### config.mk
export PLATFORM = sky130hd
export DESIGN_NAME = arb_mux2_flat
export DESIGN_NICKNAME = d
export VERILOG_FILES = /design/src/rtl/arb_mux2_if.sv /design/src/rtl/arb_mux2.sv /design/src/flat_wrapper.sv
export SDC_FILE = /design/constraint.sdc
export NUM_CORES = 1
export LEC_CHECK = 0
export CORE_ASPECT_RATIO = 1.1
export CORE_MARGIN = 1.5
export CORE_UTILIZATION = 36
export DETAILED_ROUTE_END_ITERATION = 16
export GPL_TIMING_DRIVEN = 1
export PLACE_DENSITY = 0.72
export SYNTH_ARGS = -nofsm -noshare
export SYNTH_HDL_FRONTEND = slang
export SYNTH_SLANG_ARGS = --single-unit
### constraint.sdc
create_clock -name clk -period 1.5 [get_ports clk]
set_clock_uncertainty 0.05 [all_clocks]
set_input_delay 0.15 -clock clk [delete_from_list [all_inputs] [get_ports clk]]
set_output_delay 0.15 -clock clk [all_outputs]
set_load 0.01 [all_outputs]
### src/rtl/arb_mux2_if.sv
// Handshake bundle for arb_mux2: two upstream sources and one merged
// downstream port. The *_last signals exist only when
// ARB_MUX2_PKT_LOCK_EN is defined.
interface arb_mux2_if #(
    parameter int WIDTH = 8
);
    logic [WIDTH-1:0] in1;
    logic             in1_valid;
    logic             in1_ready;
    logic [WIDTH-1:0] in2;
    logic             in2_valid;
    logic             in2_ready;
    logic [WIDTH-1:0] out;
    logic             out_valid;
    logic             out_ready;
    logic             out_sel;
`ifdef ARB_MUX2_PKT_LOCK_EN
    logic             in1_last;
    logic             in2_last;
    logic             out_last;

    // Arbiter side
    modport slave (
        input  in1, in1_valid, in1_last, in2, in2_valid, in2_last, out_ready,
        output in1_ready, in2_ready, out, out_valid, out_sel, out_last
    );
    // Source/sink side
    modport master (
        output in1, in1_valid, in1_last, in2, in2_valid, in2_last, out_ready,
        input  in1_ready, in2_ready, out, out_valid, out_sel, out_last
    );
`else
    // Arbiter side
    modport slave (
        input  in1, in1_valid, in2, in2_valid, out_ready,
        output in1_ready, in2_ready, out, out_valid, out_sel
    );
    // Source/sink side
    modport master (
        output in1, in1_valid, in2, in2_valid, out_ready,
        input  in1_ready, in2_ready, out, out_valid, out_sel
    );
`endif
endinterface

### src/rtl/arb_mux2.sv
// arb_mux2: two-input round-robin stream arbiter with a one-entry
// registered output stage. Optional packet lock under the macro
// ARB_MUX2_PKT_LOCK_EN keeps the grant on one source until its last beat.
module arb_mux2 #(
    parameter int WIDTH = 8
) (
    input  logic       clk,
    input  logic       rst,
    arb_mux2_if.slave  bus
);
    logic [1:0][WIDTH-1:0] din;
    logic [WIDTH-1:0]      out_q;
    logic                  out_valid_q;
    logic                  out_sel_q;
    logic                  last_grant;
    logic                  load;
    logic                  have;
    logic                  c;
    logic                  take;

    assign din  = {bus.in2, bus.in1};
    assign load = !out_valid_q || bus.out_ready;

`ifdef ARB_MUX2_PKT_LOCK_EN
    logic locked;
    logic lock_src;
    logic out_last_q;
    logic clast;

    assign clast        = c ? bus.in2_last : bus.in1_last;
    assign bus.out_last = out_last_q;
`endif

    // Pick a source: round-robin on contention, forced to the lock owner mid-packet
    always_comb begin
        c    = 1'b0;
        have = bus.in1_valid || bus.in2_valid;
        if (bus.in1_valid && bus.in2_valid)
            c = !last_grant;
        else if (bus.in2_valid)
            c = 1'b1;
`ifdef ARB_MUX2_PKT_LOCK_EN
        if (locked) begin
            c    = lock_src;
            have = lock_src ? bus.in2_valid : bus.in1_valid;
        end
`endif
    end

    // A beat moves only when the output slot frees up and reset is low
    assign take          = !rst && load && have;
    assign bus.in1_ready = take && !c;
    assign bus.in2_ready = take && c;

    assign bus.out       = out_q;
    assign bus.out_valid = out_valid_q;
    assign bus.out_sel   = out_sel_q;

    // Output register and round-robin pointer
    always_ff @(posedge clk) begin
        if (rst) begin
            out_q       <= '0;
            out_valid_q <= 1'b0;
            out_sel_q   <= 1'b0;
            last_grant  <= 1'b1;
`ifdef ARB_MUX2_PKT_LOCK_EN
            locked      <= 1'b0;
            lock_src    <= 1'b0;
            out_last_q  <= 1'b0;
`endif
        end else if (load) begin
            if (have) begin
                out_q       <= din[c];
                out_sel_q   <= c;
                out_valid_q <= 1'b1;
`ifdef ARB_MUX2_PKT_LOCK_EN
                out_last_q  <= clast;
                // Pointer only advances at packet boundaries
                if (clast) begin
                    locked     <= 1'b0;
                    last_grant <= c;
                end else begin
                    locked     <= 1'b1;
                    lock_src   <= c;
                end
`else
                last_grant  <= c;
`endif
            end else begin
                out_valid_q <= 1'b0;
            end
        end
    end
endmodule

### src/flat_wrapper.sv
// flat-port wrapper written by rule: the top's interface ports become plain ports
module arb_mux2_flat 
#(
    parameter int WIDTH = 8
)
  (clk, rst, bus_in1, bus_in1_valid, bus_in2, bus_in2_valid, bus_out_ready, bus_in1_ready, bus_in2_ready, bus_out, bus_out_valid, bus_out_sel);
  arb_mux2_if #(.WIDTH(WIDTH)) bus_i ();
  input  logic clk;
  input  logic rst;
  input wire logic [$bits(bus_i.in1)-1:0] bus_in1;
  input wire logic [$bits(bus_i.in1_valid)-1:0] bus_in1_valid;
  input wire logic [$bits(bus_i.in2)-1:0] bus_in2;
  input wire logic [$bits(bus_i.in2_valid)-1:0] bus_in2_valid;
  input wire logic [$bits(bus_i.out_ready)-1:0] bus_out_ready;
  output wire logic [$bits(bus_i.in1_ready)-1:0] bus_in1_ready;
  output wire logic [$bits(bus_i.in2_ready)-1:0] bus_in2_ready;
  output wire logic [$bits(bus_i.out)-1:0] bus_out;
  output wire logic [$bits(bus_i.out_valid)-1:0] bus_out_valid;
  output wire logic [$bits(bus_i.out_sel)-1:0] bus_out_sel;
  assign bus_i.in1 = bus_in1;
  assign bus_i.in1_valid = bus_in1_valid;
  assign bus_i.in2 = bus_in2;
  assign bus_i.in2_valid = bus_in2_valid;
  assign bus_i.out_ready = bus_out_ready;
  assign bus_in1_ready = bus_i.in1_ready;
  assign bus_in2_ready = bus_i.in2_ready;
  assign bus_out = bus_i.out;
  assign bus_out_valid = bus_i.out_valid;
  assign bus_out_sel = bus_i.out_sel;
  arb_mux2 #(.WIDTH(WIDTH)) u_core (.clk(clk), .rst(rst), .bus(bus_i));
endmodule
# After elaboration in Yosys (flattened, before gate mapping)
# Cells that the tools add are included.
# totals
ff_bits	11
out_inout_bits	12
# classes
magnitude_cmp	1
mux	5
reduce_logical	12
# op_table
cell	count
8-bit two-way mux	2
1-bit logical AND	5
1-bit logical NOT	4
1-bit two-way mux	3
1-bit logical OR	2
1-bit by 2-bit < comparator with 1-bit output, second input constant	1
2-bit AND reduction	1

# Depth between registers and ports, before layout
# depth
word_depth	5
mapped_depth	5

# Worst setup path after synthesis
# No wires, ideal clock.
# synth_timing
path_type	reg2out
startpoint	register u_core.out_valid_q (netlist: u_core.bus.out_valid)
endpoint	output port bus_in2_ready
t_arrival_ns	1.013
t_required_ns	1.300
setup_slack_ns	0.287
path_stages_with_launch	5
n_path_buf	1
path_cell_list	dfxtp_1 -> nand2b_1 -> clkbuf_1 -> nand2_1 -> nor2_1
# synth_between
elab_chain_cells	5
# synth_lines
element	line	source
from (decl)	arb_mux2.sv:13	logic out_valid_q;
from (signal assigned)	arb_mux2.sv:63	out_valid_q <= 1'b0;
from (signal assigned)	arb_mux2.sv:75	out_valid_q <= 1'b1;
from (signal assigned)	arb_mux2.sv:90	out_valid_q <= 1'b0;
1-bit logical NOT	arb_mux2.sv:22	assign load = !out_valid_q || bus.out_ready;
1-bit logical OR	arb_mux2.sv:22	
1-bit logical AND (2 in a row)	arb_mux2.sv:51	assign take = !rst && load && have;
1-bit logical AND	arb_mux2.sv:53	assign bus.in2_ready = take && c;
to (decl)	flat_wrapper.sv:16	output wire logic [$bits(bus_i.in2_ready)-1:0] bus_in2_ready;
# No other way between the ends.

# Worst setup path in the final report
# layout_timing
startpoint	register u_core.out_valid_q (netlist: u_core.bus.out_valid)
endpoint	output port bus_out_valid
# layout_rtl
element	line	source
to (decl)	flat_wrapper.sv:18	output wire logic [$bits(bus_i.out_valid)-1:0] bus_out_valid;
# No word-level cell between the ends.

==> metrics.md <==
| Metric | Value |
|---|---|
| Vias | 626 |
| Worst Hold Class | input port to register |
| Worst slew pin tran | 0.228 ns |
| Core Area | 1540 µm² |
| Area Overhead vs Synth | 71.9% |
| Clk_lat worst skew | 0.26 ns |
| CP Launch Type | register |
| Crit-path max cell delay | 0.55 ns |
| Initial Utilization | 37.6% |
| Die Area | 1860 µm² |
| Max_cap viols | 0 |
| DRT Pass-1 Iters | 4 |
| Setup-failing EPs final | 0 |
| H-tree Lvls | 1 |
| Clk sinks | 11 |
| Final WL | 1.48 mm |
| Cell leakage power | 0.000403 µW |
| FMAX | 0.717 GHz |
| Initial drt markers | 11 |
| First-pass GRT wire length | 2.35 mm |
| Grt ovf | 0 |
| Cell family with the largest share of critical-path delay | buffers and inverters |
| Final core occ | 64.7% |
| Max VDD drop | 0.398 mV |
| Crit path max fanout | 2 |
| Post-synth cell types | 16 |
| Status | complete, no violations |
| Layout cell share with drive strength beyond 1 | 27.9% |
| Residual DRC | 0 |
| Yosys warns | 0 |
| Syn nets | 84 |
| Routability cong. | 0.721 |
| Worst EP required | 1.30 ns |
| Pin count of the biggest net entering global routing | 10 |
| Post-Syn Area | 579 µm² |
| GRT Util Overall | 19.0% |
| Final cell count without fillers | 121 |
| Slowest CP cell | clkdlybuf4s50_1 |
| Vias in the first global route | 594 |
| Setup WS pre-CTS | -0.432 ns |
| Port Buffers | 32 |
| Clock buffer depth | 2 |
| HPWL after DPL | 1.13 mm |
| CP bufs+invs | 1 |
| Synth Instances | 63 |
| Antenna viol nets, final | 0 |
| Crit. End Element | primary output |
| RSZ-0062 raised after global routing | false |
| Clock-pin slew on the worst setup and hold paths | 0.07 ns |
| Tmin final | 1.39 ns |
| Crit path cell chain | clkdlybuf4s50_1 |
| Number of synthesized register bits | 11 |
| # rows | 15 |
| Period utilisation layout | 93.0% |
| Placed cell count | 116 |
| Syn avg cell area | 9.20 µm² |
| Number of top-level pins | 33 |
| Arr. time, crit path | 1.19 ns |
| TritonCTS clock tree | done |
| Final Hold Viols | 0 |
| Final worst slack | 0.106 ns |
| Seq/Total Area, Yosys | 38.0% |
| PwrDens | 798 nW/µm² |
| Initial antenna violation count | 0 |
| Clock root buffer | clkbuf_4 |
| Via-per-instance ratio | 5.17 |
| Slew HR | 84.8% |
| Nets | 126 |
| # diodes | 0 |
| Slew Viols, Final | 0 |
| CTS Buf Count | 3 |
| Die Y-Extent | 45.1 µm |
| Die span in x | 41.2 µm |
| DR WL/cell | 12.2 µm |
| Hold-fix buffers, CTS | 0 |
| WS Path Type | register to primary output |
## logic make-up after synthesis
logic type / Yosys count / synth area share [%]
flip-flops: 11 / 38.0
AO/OA/AOI/OAI: 23 / 37.4
AND/OR/NAND/NOR: 23 / 18.1
buffers and inverters: 6 / 6.48
## layout make-up
cell class                      instances  area (µm²)
Tap cell                               17        21.3
Timing Repair Buffer                   42         387
Fill cell                             136         543
Sequential cell                        11         221
Multi-Input combinational cell         46         337
Inverter                                1        3.75
Clock buffer                            4        26.3
## per-stage QoR
stage / cell area, µm² / TNS (ns) / hold slack [ns] / power, µW
finish: 996 / 0 / 0.362 / 794
global route: 996 / 0 / 0.376 / 844
CTS: 1000 / 0 / 0.358 / 806
detailed placement: 955 / -1.44 / 0.495 / 595
global placement: 955 / -1.12 / 0.484 / 591
floorplan: 579 / 0 / 0.168 / 457
## routing by layer
layer  GRT usage [%]  wire, µm  vias up
li1                -         -      309
met1            19.9       591      295
met2            33.4       797       20
met3            2.96        69        2
met4            11.6        21        0
met5               0         0        -
## worst reg2reg max path, stage by stage, from the launching register on
cell and delay [ns]:
dfxtp_2 0.34, a21boi_4 0.13, buf_4 0.14, buf_4 0.13, nand2_1 0.06, a311oi_2 0.26
## synth_stat cells (all sizes together)
cell type / n / area, µm²
nand2: 17 / 63.8
a21oi: 11 / 55.1
dfxtp: 11 / 220
a311oi: 8 / 120
buf: 4 / 30.0
a21bo: 2 / 20.0
nor2: 2 / 7.51
a21boi: 1 / 11.3
a311o: 1 / 10.0
and2: 1 / 8.76
clkbuf: 1 / 3.75
inv: 1 / 3.75
nand2b: 1 / 6.26
nor3b: 1 / 12.5
or2: 1 / 6.26
## state kept, by name (all words and copies together) (netlist names)
register	count
u_core.bus.out	8
u_core.bus.out_sel	1
u_core.bus.out_valid	1
u_core.last_grant	1
## report_power, final
group          switching [µW]  internal [µW]  leakage [µW]
clock                     101            103     0.0000150
combinational             102            153      0.000297
sequential               15.9            319     0.0000913
total                     219            576      0.000403
## path summary, 6_finish.rpt
path / depth (start not counted) / startpoint / to / slack, ns
worst max-delay path: 1 / u_core.bus.out_valid / bus_out_valid / 0.11
worst min-delay path: 3 / bus_in2_valid / u_core.last_grant / 0.36
worst max register to register: 5 / u_core.last_grant / u_core.bus.out[1] / 0.31
worst min register to register: 2 / u_core.bus.out[6] / u_core.bus.out[6] / 0.50
## timing repair
item,in CTS,in global routing
resized for setup,9,1
pin swaps,1,0
setup buffers,1,0
setup endpoints to repair,2,1
## cell usage in the layout (no fill, tap or decap), types with 2 or more instances in the layout
cell type / instances
clkdlybuf4s50_1: 28
nand2_1: 17
a21oi_1: 11
buf_4: 10
dfxtp_1: 10
a311oi_2: 8
clkbuf_4: 3
dlygate4sd2_1: 3
nor2_1: 2
a21bo_2: 2
Note: power is estimated with default switching activity, not from simulation.
